--- src/rtl/wfg_stim_dds_if.sv ---
// Stimulus AXI-Stream link between the DDS generator (master) and the SPI driver (slave).
// Signal names keep the historical SPI-driver-side suffixes, so tvalid/tdata carry _i and
// tready carries _o even though the generator drives tvalid/tdata.
interface wfg_stim_dds_if #(
    parameter int unsigned OUTW = 18
) ();

    logic            wfg_stim_spi_tvalid_i;
    logic [OUTW-1:0] wfg_stim_spi_tdata_i;
    logic            wfg_stim_spi_tready_o;

    modport master (
        output wfg_stim_spi_tvalid_i,
        output wfg_stim_spi_tdata_i,
        input  wfg_stim_spi_tready_o
    );

    modport slave (
        input  wfg_stim_spi_tvalid_i,
        input  wfg_stim_spi_tdata_i,
        output wfg_stim_spi_tready_o
    );

endinterface

--- src/rtl/wfg_stim_dds.sv ---
// Multi-waveform DDS stimulus generator.
// Pipeline: S0 phase accumulator -> S1 waveform (sine LUT / square / saw / triangle)
// -> S2 gain/offset scaling -> AXI-Stream output register. A single advance signal
// (~tvalid | tready) moves every stage, so the whole pipe freezes under backpressure.
// Build option: define WFG_STIM_DDS_SATURATE_EN to clamp the scaled result to the OUTW
// range; otherwise the result wraps to the low OUTW bits.
module wfg_stim_dds #(
    parameter int unsigned OUTW   = 18,
    parameter int unsigned PHASEW = 32,
    parameter int unsigned LUTAW  = 8,
    parameter int unsigned LUTDW  = 16
) (
    input  logic              wb_clk_i,
    input  logic              wb_rst_i,
    input  logic              ctrl_en_i,
    input  logic [1:0]        ctrl_mode_i,
    input  logic [PHASEW-1:0] ctrl_inc_i,
    input  logic [PHASEW-1:0] ctrl_phase_i,
    input  logic [15:0]       ctrl_gain_i,
    input  logic [OUTW-1:0]   ctrl_offset_i,
    wfg_stim_dds_if.master    stim_spi_io
);

    // Scaling is done at LUTDW+18 bits: 16-bit unsigned gain plus sign and headroom.
    localparam int unsigned ProdW    = LUTDW + 18;
    localparam int unsigned LutDepth = 2 ** LUTAW;

    localparam logic [1:0] ModeSine   = 2'd0;
    localparam logic [1:0] ModeSquare = 2'd1;
    localparam logic [1:0] ModeSaw    = 2'd2;
    localparam logic [1:0] ModeTri    = 2'd3;

    // +FS = 2^(LUTDW-1)-1 and its two's-complement negation.
    localparam logic [LUTDW-1:0] FsPos = {1'b0, {(LUTDW - 1){1'b1}}};
    localparam logic [LUTDW-1:0] FsNeg = {1'b1, {(LUTDW - 2){1'b0}}, 1'b1};

    // Quarter-wave entry i = round(FS * sin(pi/2 * (i + 0.5) / 2^LUTAW)), built at
    // elaboration with a Taylor series so the table follows LUTAW/LUTDW.
    function automatic logic [LUTDW-1:0] sine_entry(input int unsigned i);
        real x;
        real term;
        real acc;
        real fs;
        x    = 3.14159265358979323846 / 2.0 * (real'(i) + 0.5) / real'(LutDepth);
        term = x;
        acc  = x;
        for (int k = 1; k <= 12; k++) begin
            term = -term * x * x / real'((2 * k) * (2 * k + 1));
            acc  = acc + term;
        end
        fs = (2.0 ** (LUTDW - 1)) - 1.0;
        return LUTDW'($rtoi(fs * acc + 0.5));
    endfunction

    logic [LUTDW-1:0] sine_lut [LutDepth];

    for (genvar gi = 0; gi < LutDepth; gi++) begin : g_lut
        localparam logic [LUTDW-1:0] Entry = sine_entry(gi);
        assign sine_lut[gi] = Entry;
    end

    // ------------------------------------------------------------------
    // Handshake
    // ------------------------------------------------------------------
    logic            tvalid_q, tvalid_d;
    logic [OUTW-1:0] tdata_q, tdata_d;
    logic            tready;
    logic            advance;

    assign tready  = stim_spi_io.wfg_stim_spi_tready_o;
    assign advance = ~tvalid_q | tready;

    assign stim_spi_io.wfg_stim_spi_tvalid_i = tvalid_q;
    assign stim_spi_io.wfg_stim_spi_tdata_i  = tdata_q;

    // ------------------------------------------------------------------
    // S0: phase accumulator
    // ------------------------------------------------------------------
    logic              en_q, en_d;
    logic [PHASEW-1:0] phase_q, phase_d;
    logic              s1_valid_q, s1_valid_d;
    logic [PHASEW-1:0] s1_phase_q, s1_phase_d;
    logic [PHASEW-1:0] issue_phase;

    // en_q only moves on advance, so an enable rise seen during a stall still
    // loads the start phase on the first cycle that actually issues.
    always_comb begin
        en_d        = en_q;
        phase_d     = phase_q;
        s1_valid_d  = s1_valid_q;
        s1_phase_d  = s1_phase_q;
        issue_phase = en_q ? phase_q : ctrl_phase_i;
        if (advance) begin
            en_d       = ctrl_en_i;
            s1_valid_d = ctrl_en_i;
            if (ctrl_en_i) begin
                s1_phase_d = issue_phase;
                phase_d    = issue_phase + ctrl_inc_i;
            end
        end
    end

    // S0 state registers.
    always_ff @(posedge wb_clk_i) begin
        if (wb_rst_i) begin
            en_q       <= 1'b0;
            phase_q    <= '0;
            s1_valid_q <= 1'b0;
            s1_phase_q <= '0;
        end else begin
            en_q       <= en_d;
            phase_q    <= phase_d;
            s1_valid_q <= s1_valid_d;
            s1_phase_q <= s1_phase_d;
        end
    end

    // ------------------------------------------------------------------
    // S1: waveform generation
    // ------------------------------------------------------------------
    logic [1:0]       quad;
    logic [LUTAW-1:0] idx;
    logic [LUTAW-1:0] lut_addr;
    logic [LUTDW-1:0] lut_val;
    logic [LUTDW-1:0] tri_t;
    logic [LUTDW-1:0] tri_u;
    logic [LUTDW-1:0] raw_d;
    logic [LUTDW-1:0] s2_raw_q;
    logic             s2_valid_q, s2_valid_d;

    // Quadrant folding of the quarter-wave table plus the three arithmetic shapes.
    always_comb begin
        quad       = s1_phase_q[PHASEW-1 -: 2];
        idx        = s1_phase_q[PHASEW-3 -: LUTAW];
        lut_addr   = quad[0] ? ~idx : idx;
        lut_val    = sine_lut[lut_addr];
        tri_t      = s1_phase_q[PHASEW-2 -: LUTDW];
        tri_u      = s1_phase_q[PHASEW-1] ? ~tri_t : tri_t;
        raw_d      = s2_raw_q;
        s2_valid_d = s2_valid_q;
        if (advance) begin
            s2_valid_d = s1_valid_q;
            case (ctrl_mode_i)
                ModeSine:   raw_d = quad[1] ? (~lut_val + LUTDW'(1)) : lut_val;
                ModeSquare: raw_d = quad[1] ? FsNeg : FsPos;
                ModeSaw:    raw_d = {~s1_phase_q[PHASEW-1], s1_phase_q[PHASEW-2 -: LUTDW-1]};
                ModeTri:    raw_d = {~tri_u[LUTDW-1], tri_u[LUTDW-2:0]};
                default:    raw_d = s2_raw_q;
            endcase
        end
    end

    // S1 output registers (this is also the registered LUT read).
    always_ff @(posedge wb_clk_i) begin
        if (wb_rst_i) begin
            s2_valid_q <= 1'b0;
            s2_raw_q   <= '0;
        end else begin
            s2_valid_q <= s2_valid_d;
            s2_raw_q   <= raw_d;
        end
    end

    // ------------------------------------------------------------------
    // S2: gain (Q2.14) and offset
    // ------------------------------------------------------------------
    logic signed [ProdW-1:0] raw_ext;
    logic signed [ProdW-1:0] gain_ext;
    logic signed [ProdW-1:0] off_ext;
    logic signed [ProdW-1:0] prod;
    logic signed [ProdW-1:0] shifted;
    logic signed [ProdW-1:0] sum;
    logic [OUTW-1:0]         scaled;
    logic                    s3_valid_q, s3_valid_d;
    logic [OUTW-1:0]         s3_data_q, s3_data_d;

`ifdef WFG_STIM_DDS_SATURATE_EN
    localparam logic signed [ProdW-1:0] SatMax = {{(ProdW - OUTW + 1){1'b0}}, {(OUTW - 1){1'b1}}};
    localparam logic signed [ProdW-1:0] SatMin = {{(ProdW - OUTW + 1){1'b1}}, {(OUTW - 1){1'b0}}};
`endif

    // Signed raw times unsigned gain, arithmetic shift back to unity, then offset.
    always_comb begin
        raw_ext  = {{(ProdW - LUTDW){s2_raw_q[LUTDW-1]}}, s2_raw_q};
        gain_ext = {{(ProdW - 16){1'b0}}, ctrl_gain_i};
        off_ext  = {{(ProdW - OUTW){ctrl_offset_i[OUTW-1]}}, ctrl_offset_i};
        prod     = raw_ext * gain_ext;
        shifted  = prod >>> 14;
        sum      = shifted + off_ext;
`ifdef WFG_STIM_DDS_SATURATE_EN
        if (sum > SatMax) begin
            scaled = SatMax[OUTW-1:0];
        end else if (sum < SatMin) begin
            scaled = SatMin[OUTW-1:0];
        end else begin
            scaled = sum[OUTW-1:0];
        end
`else
        scaled = sum[OUTW-1:0];
`endif
        s3_valid_d = s3_valid_q;
        s3_data_d  = s3_data_q;
        if (advance) begin
            s3_valid_d = s2_valid_q;
            s3_data_d  = scaled;
        end
    end

    // S2 output registers.
    always_ff @(posedge wb_clk_i) begin
        if (wb_rst_i) begin
            s3_valid_q <= 1'b0;
            s3_data_q  <= '0;
        end else begin
            s3_valid_q <= s3_valid_d;
            s3_data_q  <= s3_data_d;
        end
    end

    // ------------------------------------------------------------------
    // Output register: holds data and valid until the sink accepts.
    // ------------------------------------------------------------------
    always_comb begin
        tvalid_d = tvalid_q;
        tdata_d  = tdata_q;
        if (advance) begin
            tvalid_d = s3_valid_q;
            tdata_d  = s3_data_q;
        end
    end

    // AXI-Stream output registers.
    always_ff @(posedge wb_clk_i) begin
        if (wb_rst_i) begin
            tvalid_q <= 1'b0;
            tdata_q  <= '0;
        end else begin
            tvalid_q <= tvalid_d;
            tdata_q  <= tdata_d;
        end
    end

    // Phase bits below the waveform windows and the discarded product bits.
    logic unused_bits;
    assign unused_bits = ^{s1_phase_q, prod, sum};

endmodule

--- src/flat_wrapper.sv ---
// flat-port wrapper written by rule: the top's interface ports become plain ports
module wfg_stim_dds_flat 
#(
    parameter int unsigned OUTW   = 18,
    parameter int unsigned PHASEW = 32,
    parameter int unsigned LUTAW  = 8,
    parameter int unsigned LUTDW  = 16
)
  (wb_clk_i, wb_rst_i, ctrl_en_i, ctrl_mode_i, ctrl_inc_i, ctrl_phase_i, ctrl_gain_i, ctrl_offset_i, stim_spi_io_wfg_stim_spi_tvalid_i, stim_spi_io_wfg_stim_spi_tdata_i, stim_spi_io_wfg_stim_spi_tready_o);
  wfg_stim_dds_if #(.OUTW(OUTW)) stim_spi_io_i ();
  input  logic wb_clk_i;
  input  logic wb_rst_i;
  input  logic ctrl_en_i;
  input  logic [1:0] ctrl_mode_i;
  input  logic [PHASEW-1:0] ctrl_inc_i;
  input  logic [PHASEW-1:0] ctrl_phase_i;
  input  logic [15:0] ctrl_gain_i;
  input  logic [OUTW-1:0] ctrl_offset_i;
  output wire logic [$bits(stim_spi_io_i.wfg_stim_spi_tvalid_i)-1:0] stim_spi_io_wfg_stim_spi_tvalid_i;
  output wire logic [$bits(stim_spi_io_i.wfg_stim_spi_tdata_i)-1:0] stim_spi_io_wfg_stim_spi_tdata_i;
  input wire logic [$bits(stim_spi_io_i.wfg_stim_spi_tready_o)-1:0] stim_spi_io_wfg_stim_spi_tready_o;
  assign stim_spi_io_wfg_stim_spi_tvalid_i = stim_spi_io_i.wfg_stim_spi_tvalid_i;
  assign stim_spi_io_wfg_stim_spi_tdata_i = stim_spi_io_i.wfg_stim_spi_tdata_i;
  assign stim_spi_io_i.wfg_stim_spi_tready_o = stim_spi_io_wfg_stim_spi_tready_o;
  wfg_stim_dds #(.OUTW(OUTW), .PHASEW(PHASEW), .LUTAW(LUTAW), .LUTDW(LUTDW)) u_core (.wb_clk_i(wb_clk_i), .wb_rst_i(wb_rst_i), .ctrl_en_i(ctrl_en_i), .ctrl_mode_i(ctrl_mode_i), .ctrl_inc_i(ctrl_inc_i), .ctrl_phase_i(ctrl_phase_i), .ctrl_gain_i(ctrl_gain_i), .ctrl_offset_i(ctrl_offset_i), .stim_spi_io(stim_spi_io_i));
endmodule
--- config.mk ---
export PLATFORM = sky130hd
export DESIGN_NAME = wfg_stim_dds_flat
export DESIGN_NICKNAME = d
export VERILOG_FILES = /design/src/rtl/wfg_stim_dds_if.sv /design/src/rtl/wfg_stim_dds.sv /design/src/flat_wrapper.sv
export SDC_FILE = /design/constraint.sdc
export NUM_CORES = 1
export LEC_CHECK = 0
export ABC_AREA = 1
export CAP_MARGIN = 20
export CORE_MARGIN = 1
export CORE_UTILIZATION = 60
export DETAILED_ROUTE_END_ITERATION = 6
export PLACE_DENSITY = 0.8
export REMOVE_ABC_BUFFERS = 1
export SETUP_SLACK_MARGIN = 0.1
export SLEW_MARGIN = 20
export SYNTH_ARGS = -nofsm -noshare
export SYNTH_HDL_FRONTEND = slang
export SYNTH_SLANG_ARGS = --single-unit
--- constraint.sdc ---
create_clock -name wb_clk_i -period 10.9 [get_ports wb_clk_i]
set_input_delay 3.27 -clock wb_clk_i [delete_from_list [all_inputs] [get_ports wb_clk_i]]
set_output_delay 3.27 -clock wb_clk_i [all_outputs]
set_load 0.01 [all_outputs]
======== Yosys cells after proc, flatten, opt, wreduce, memory -nomap -nowiden ========
Memories as Yosys holds them, arrays and structs flattened.
Cells that the tools add are included.
Widths: inputs -> output; s select.
storage, ports and cells
  flip-flop bits (word level) ............. 120
  memory bits (read-only) ................. 4096
  input port bits ......................... 104
  output and inout port bits .............. 19
  word-level logic and storage cells ...... 36
  memories kept ........................... 1
memories
  name              words  bits a word  read ports  clocked after Yosys merged registers in  write ports  RTL line             RTL
  (name not given)  256    16           1           0                                        0            wfg_stim_dds.sv:136  lut_val = sine_lut[lut_addr];
cells by class
  add/subtract/negate cells ............... 3
  multiply operators ...................... 1
  order comparisons ....................... 1
  equal/unequal tests ..................... 3
  muxes and demuxes ....................... 8
  bitwise gates (word level) .............. 8
  reduce and logical (&&, ||, !) cells .... 2
operators with widths
  cell                   number
  $mux 16                5
  $pmux 16 s4            1
  $add 32x32->32         1
  $mul 16x17->32         1
  $mux 32                1
  $not 16->16            2
  $add 18x18->18         1
  $add 16x1->16 const B  1
  $ge 9x9->1 const B     1
  $not 8->9              1
  $mux 8                 1
  $not 8->8              1
  $eq 2x2->1 const B     2
  $not 1->1              3
  $eq 2x1->1 const B     1
  $logic_not 2->1        1
  $reduce_and 2->1       1
  $or 1x1->1             1

======== Longest topological paths before layout ========
  depth after elaboration ................. 10
  gate-level depth with buffers ........... 40
  mapped depth without buffers ............ 39

======== Worst setup path before layout ========
OpenSTA, ideal clock, no wires.
  path kind ............................... input -> register
  start point ............................. input ctrl_gain_i[6]
  end point ............................... register u_core.s3_data_q[14]
  library setup time ...................... 0.109 ns
  arrival ................................. 10.025 ns
  data required time ...................... 10.791 ns
  slack ................................... 0.767 ns
  cell stages on the path ................. 35
  path buffers ............................ 2
  path through ............................ clkbuf_1 > clkbuf_1 > nand2_1 > fa_1 > fa_1 > fa_1 > fa_1 > inv_1 > fa_1 > inv_1 > fa_1 > inv_1 > ha_1 > nand2_1 > nor4_1 > a21oi_1 > o21ai_0 > xor2_1 > ha_1 > inv_1 > fa_1 > o21ai_0 > nand2_1 > nand2_1 > a21oi_1 > o21ai_0 > nand2_1 > nand2_1 > a21oi_1 > o21ai_0 > nand3_1 > nand3_1 > nand3_1 > nand2_1 > inv_1
between the ends
  longest elaborated chain between the ends .. 2
RTL lines
  what                    RTL line             RTL
  start: declaration      flat_wrapper.sv:17   input logic [15:0] ctrl_gain_i;
  $mul 16x17->32          wfg_stim_dds.sv:187  prod = raw_ext * gain_ext;
  $add 18x18->18          wfg_stim_dds.sv:189  sum = shifted + off_ext;
  end signal: assignment  wfg_stim_dds.sv:216  s3_data_q <= s3_data_d;
  end: declaration        wfg_stim_dds.sv:175  logic [OUTW-1:0] s3_data_q, s3_data_d;
Every way passes these cells.
A chain may end at the register's enable or synchronous reset.

======== Worst setup path after layout ========
  start point ............................. input ctrl_gain_i[9]
  end point ............................... register u_core.s3_data_q[14]
The elaborated chain is that of the path after synthesis.

==> results.cfg <==
[outcome]
status = complete, but fails checks
violations = DRC

[global_route]
grt_start_max_net_pins = 84
grt_pass1_vias = 21400
antenna_found_initial = 2
grt_pass1_wl_um = 114000
grt-ovfl-total = 0
grt.total_usage_pct = 43.4

[cells_and_area]
stdcell_count = 3515
postLayoutCellArea_mm2 = 0.0221
layout_common_cells = nand2_1, inv_1, a21oi_1, fa_1, ha_1
fin_nets = 3566
num_antenna_cells = 0
final_common_cell = nand2_1
layout-drive-gt1-share_pct = 6.15
fill_cells = 2863
area_delta_synth_final_pct = 9.22

[route]
routedWlPerCell_um = 20.6
initialDrtViolationCount = 2632
postRouteAntennaNets = 0
drc = 6
viasPerCell = 6.00
drtPass1Iterations = 7
routed_wirelength_um = 72400
vias = 21100

[critical_path]
cp_top_family = adder cells
reg2reg_to = u_core.s3_data_q[14]$_SDFFE_PP0N_
cp.depth = 37
cp.arrival_ns = 10.71
r2r_start = u_core.s2_raw_q[1]$_SDFFE_PP0N_
ff2ff_path_depth = 36
critPathRequiredTime_ns = 11.17
reg2reg_slack_ns = 2.79
end_kind = register
cp_slowest_cell = clkdlybuf4s50_1
crit_start = ctrl_gain_i[9]
crit_end = u_core.s3_data_q[14]$_SDFFE_PP0N_
path_class = input pin to register
start_kind = input pin
worst-path-buf-inv = 8
cp_max_fo = 4
cpPeakStageDelay_ns = 0.57

[synthesis]
synth_top_family_by_area = adder cells
synth_seq_cells = 105
ys_seq_area_share_pct = 10.4
synth_compound_area_share_pct = 14.2
muxShareOfSynthArea_pct = 0.774
synth_area_leader_cell = fa_1
synthAdderAreaFrac_pct = 31.8
syn_inst = 3025
synth-xor-area-share_pct = 2.90
yosys.cell_types.count = 55
synth-main-ff-cell = dfxtp_1
synth_top_cell_area_share_pct = 19.7
synth_area_mm2 = 0.0202
async_flop_share_pct = 0
synthTopCellsByArea = fa_1, nand2_1, ha_1, dfxtp_1, inv_1
synth.avg_cell_area_um2 = 6.68
synth_edf_count = 0
synth_simple_gate_area_share_pct = 25.6
synth_warnings = 0

[place]
portBuffers = 122
place_inst = 3499
dp_hpwl_um = 55000
placed_area_mm2 = 0.0217
gp_congestion = 1.04

[floorplan]
rows = 66
die_y_um = 185
start_util_pct = 61.5
io_pins = 123
core-area_mm2 = 0.0329
die-area_mm2 = 0.0344
die_w_um = 185

[cts]
cts_tree = yes
clock_path_buffers = 2
numCtsBuffers = 9
h-tree-depth = 3
clock_sinks = 105
root_buffer = clkbuf_16
hold_buffers = 0
clkTransAtPathRegs_ns = 0.08
clk_latency_ns = 0.38

[power]
worst_ir_drop_vdd_v = 0.000492
powerDensity_mw_per_mm2 = 308
leakagePower_nw = 12.1

[job]
drv_cap = 0

[timing]
fmax_mhz = 95.7
slew_headroom_pct = 25.5
min_period_ns = 10.45
hold_viol_final = 0
fin_crit_sh_pct = 95.8
worst_pin_slew_ns = 1.11
setup_viol = 0
slew_viol_final = 0
rsz0062_at_grt = true
finClkSkew_ns = 0.0274

[hold_path]
min_path_type = register to register
[worst reg2reg max path, delay by kind of cell, from the launching register on]
| family | cells | cell delay (ns) |
|---|---|---|
| XOR/XNOR | 1 | 0.15 |
| AO/OA/AOI/OAI | 9 | 1.37 |
| AND/OR/NAND/NOR | 10 | 0.99 |
| buffers and inverters | 7 | 0.47 |
| flip-flops | 1 | 0.98 |
| adder cells (fa/ha/maj) | 9 | 4.06 |
[final cells by class]
class                      count  area (um2)  share of cell area (%)
multi-input combinational   2205       15300                    69.2
inverter                     568        2130                    9.68
sequential                   105        2100                    9.53
clock inverter                 6        86.3                   0.391
tap                          442         553                    2.51
clock buffer                  10         229                    1.04
timing repair buffer         179        1690                    7.64
[routing by layer]
layer	share of wire, %	vias to the layer above	track usage (%)
met5	0.073	-	0.593
met4	6.5	6	25.6
met2	44	1427	67.6
met1	37	9717	53.0
met3	12	364	12.7
li1	-	9564	-
[how the worst min path moves through the flow]
stage          slack [ns]                       startpoint                                                    end  depth (start not counted)
2_1_floorplan        0.44  u_core.phase_q[27]$_SDFFE_PP0P_                        u_core.phase_q[27]$_SDFFE_PP0P_                          2
6_report             0.47  u_core.phase_q[27]$_SDFFE_PP0P_                        u_core.phase_q[27]$_SDFFE_PP0P_                          2
5_1_grt              0.48  u_core.phase_q[27]$_SDFFE_PP0P_                        u_core.phase_q[27]$_SDFFE_PP0P_                          2
3_3_place_gp         0.45   u_core.s3_valid_q$_SDFFE_PP0N_  u_core.stim_spi_io.wfg_stim_spi_tvalid_i$_SDFFE_PP0N_                          2
3_5_place_dp         0.46  u_core.phase_q[27]$_SDFFE_PP0P_                        u_core.phase_q[27]$_SDFFE_PP0P_                          2
4_1_cts              0.48  u_core.phase_q[27]$_SDFFE_PP0P_                        u_core.phase_q[27]$_SDFFE_PP0P_                          2
[state kept, by name (all words and copies together) (netlist names)]
| name | cells |
|---|---|
| u_core.s2_raw_q | 16 |
| u_core.s1_valid_q | 1 |
| u_core.s2_valid_q | 1 |
| u_core.stim_spi_io.wfg_stim_spi_tvalid_i | 1 |
| u_core.s3_data_q | 18 |
| u_core.stim_spi_io.wfg_stim_spi_tdata_i | 18 |
| u_core.s3_valid_q | 1 |
| u_core.s1_phase_q | 17 |
| u_core.phase_q | 32 |
[synth_stat cells, types with 5 or more instances]
cell type and count:
a21boi_0 6, a21o_1 5, a21oi_1 223, a221oi_1 5
a31oi_1 13, buf_1 6, buf_2 19, buf_4 11
buf_6 13, clkbuf_1 95, dfxtp_1 105, fa_1 199
ha_1 195, inv_1 557, inv_2 8, mux2_2 13
nand2_1 717, nand2_2 27, nand2_4 12, nand3_1 183
nand3_2 5, nand4_1 22, nor2_1 181, nor2_4 7
nor3_1 23, o211ai_1 23, o21ai_0 190, o21ai_1 32
o21bai_1 14, or2_2 15, xnor2_1 23, xor2_1 37
[logic make-up (layout without fill, tap and decap cells)]
group / count (synthesis) / in the layout
AO/OA/AOI/OAI: 531 / 531
AND/OR/NAND/NOR: 1203 / 1203
flip-flops: 105 / 105
adder cells (fa/ha/maj): 394 / 394
multiplexers: 14 / 14
buffers and inverters: 715 / 763
XOR/XNOR: 63 / 63
[through the flow]
stage	util (%)	power [W]	setup WS [ns]	TNS [ns]	hold WS, ns
finish	67.1	0.00680	0.453	0	0.472
global route	67.1	0.00739	0.0234	0	0.482
CTS	66.8	0.00649	0.143	0	0.475
detailed placement	65.9	0.00607	-0.149	-0.432	0.464
global placement	65.9	0.00578	0.0603	0	0.453
floorplan	-	0.00424	1.07	0	0.436
[where the power goes]
group          switching (W)  leakage (nW)  total, W  internal [W]
combinational        0.00360          11.1   0.00588       0.00228
sequential         0.0000837         0.871  0.000563      0.000479
clock               0.000172         0.153  0.000356      0.000185
total                0.00386          12.1   0.00680       0.00294
[repair_timing]
item	CTS	global route
buffers inserted	0	0
setup endpoints to repair	0	9
gates resized for setup	0	33
Power figures use the tool's default switching activity.
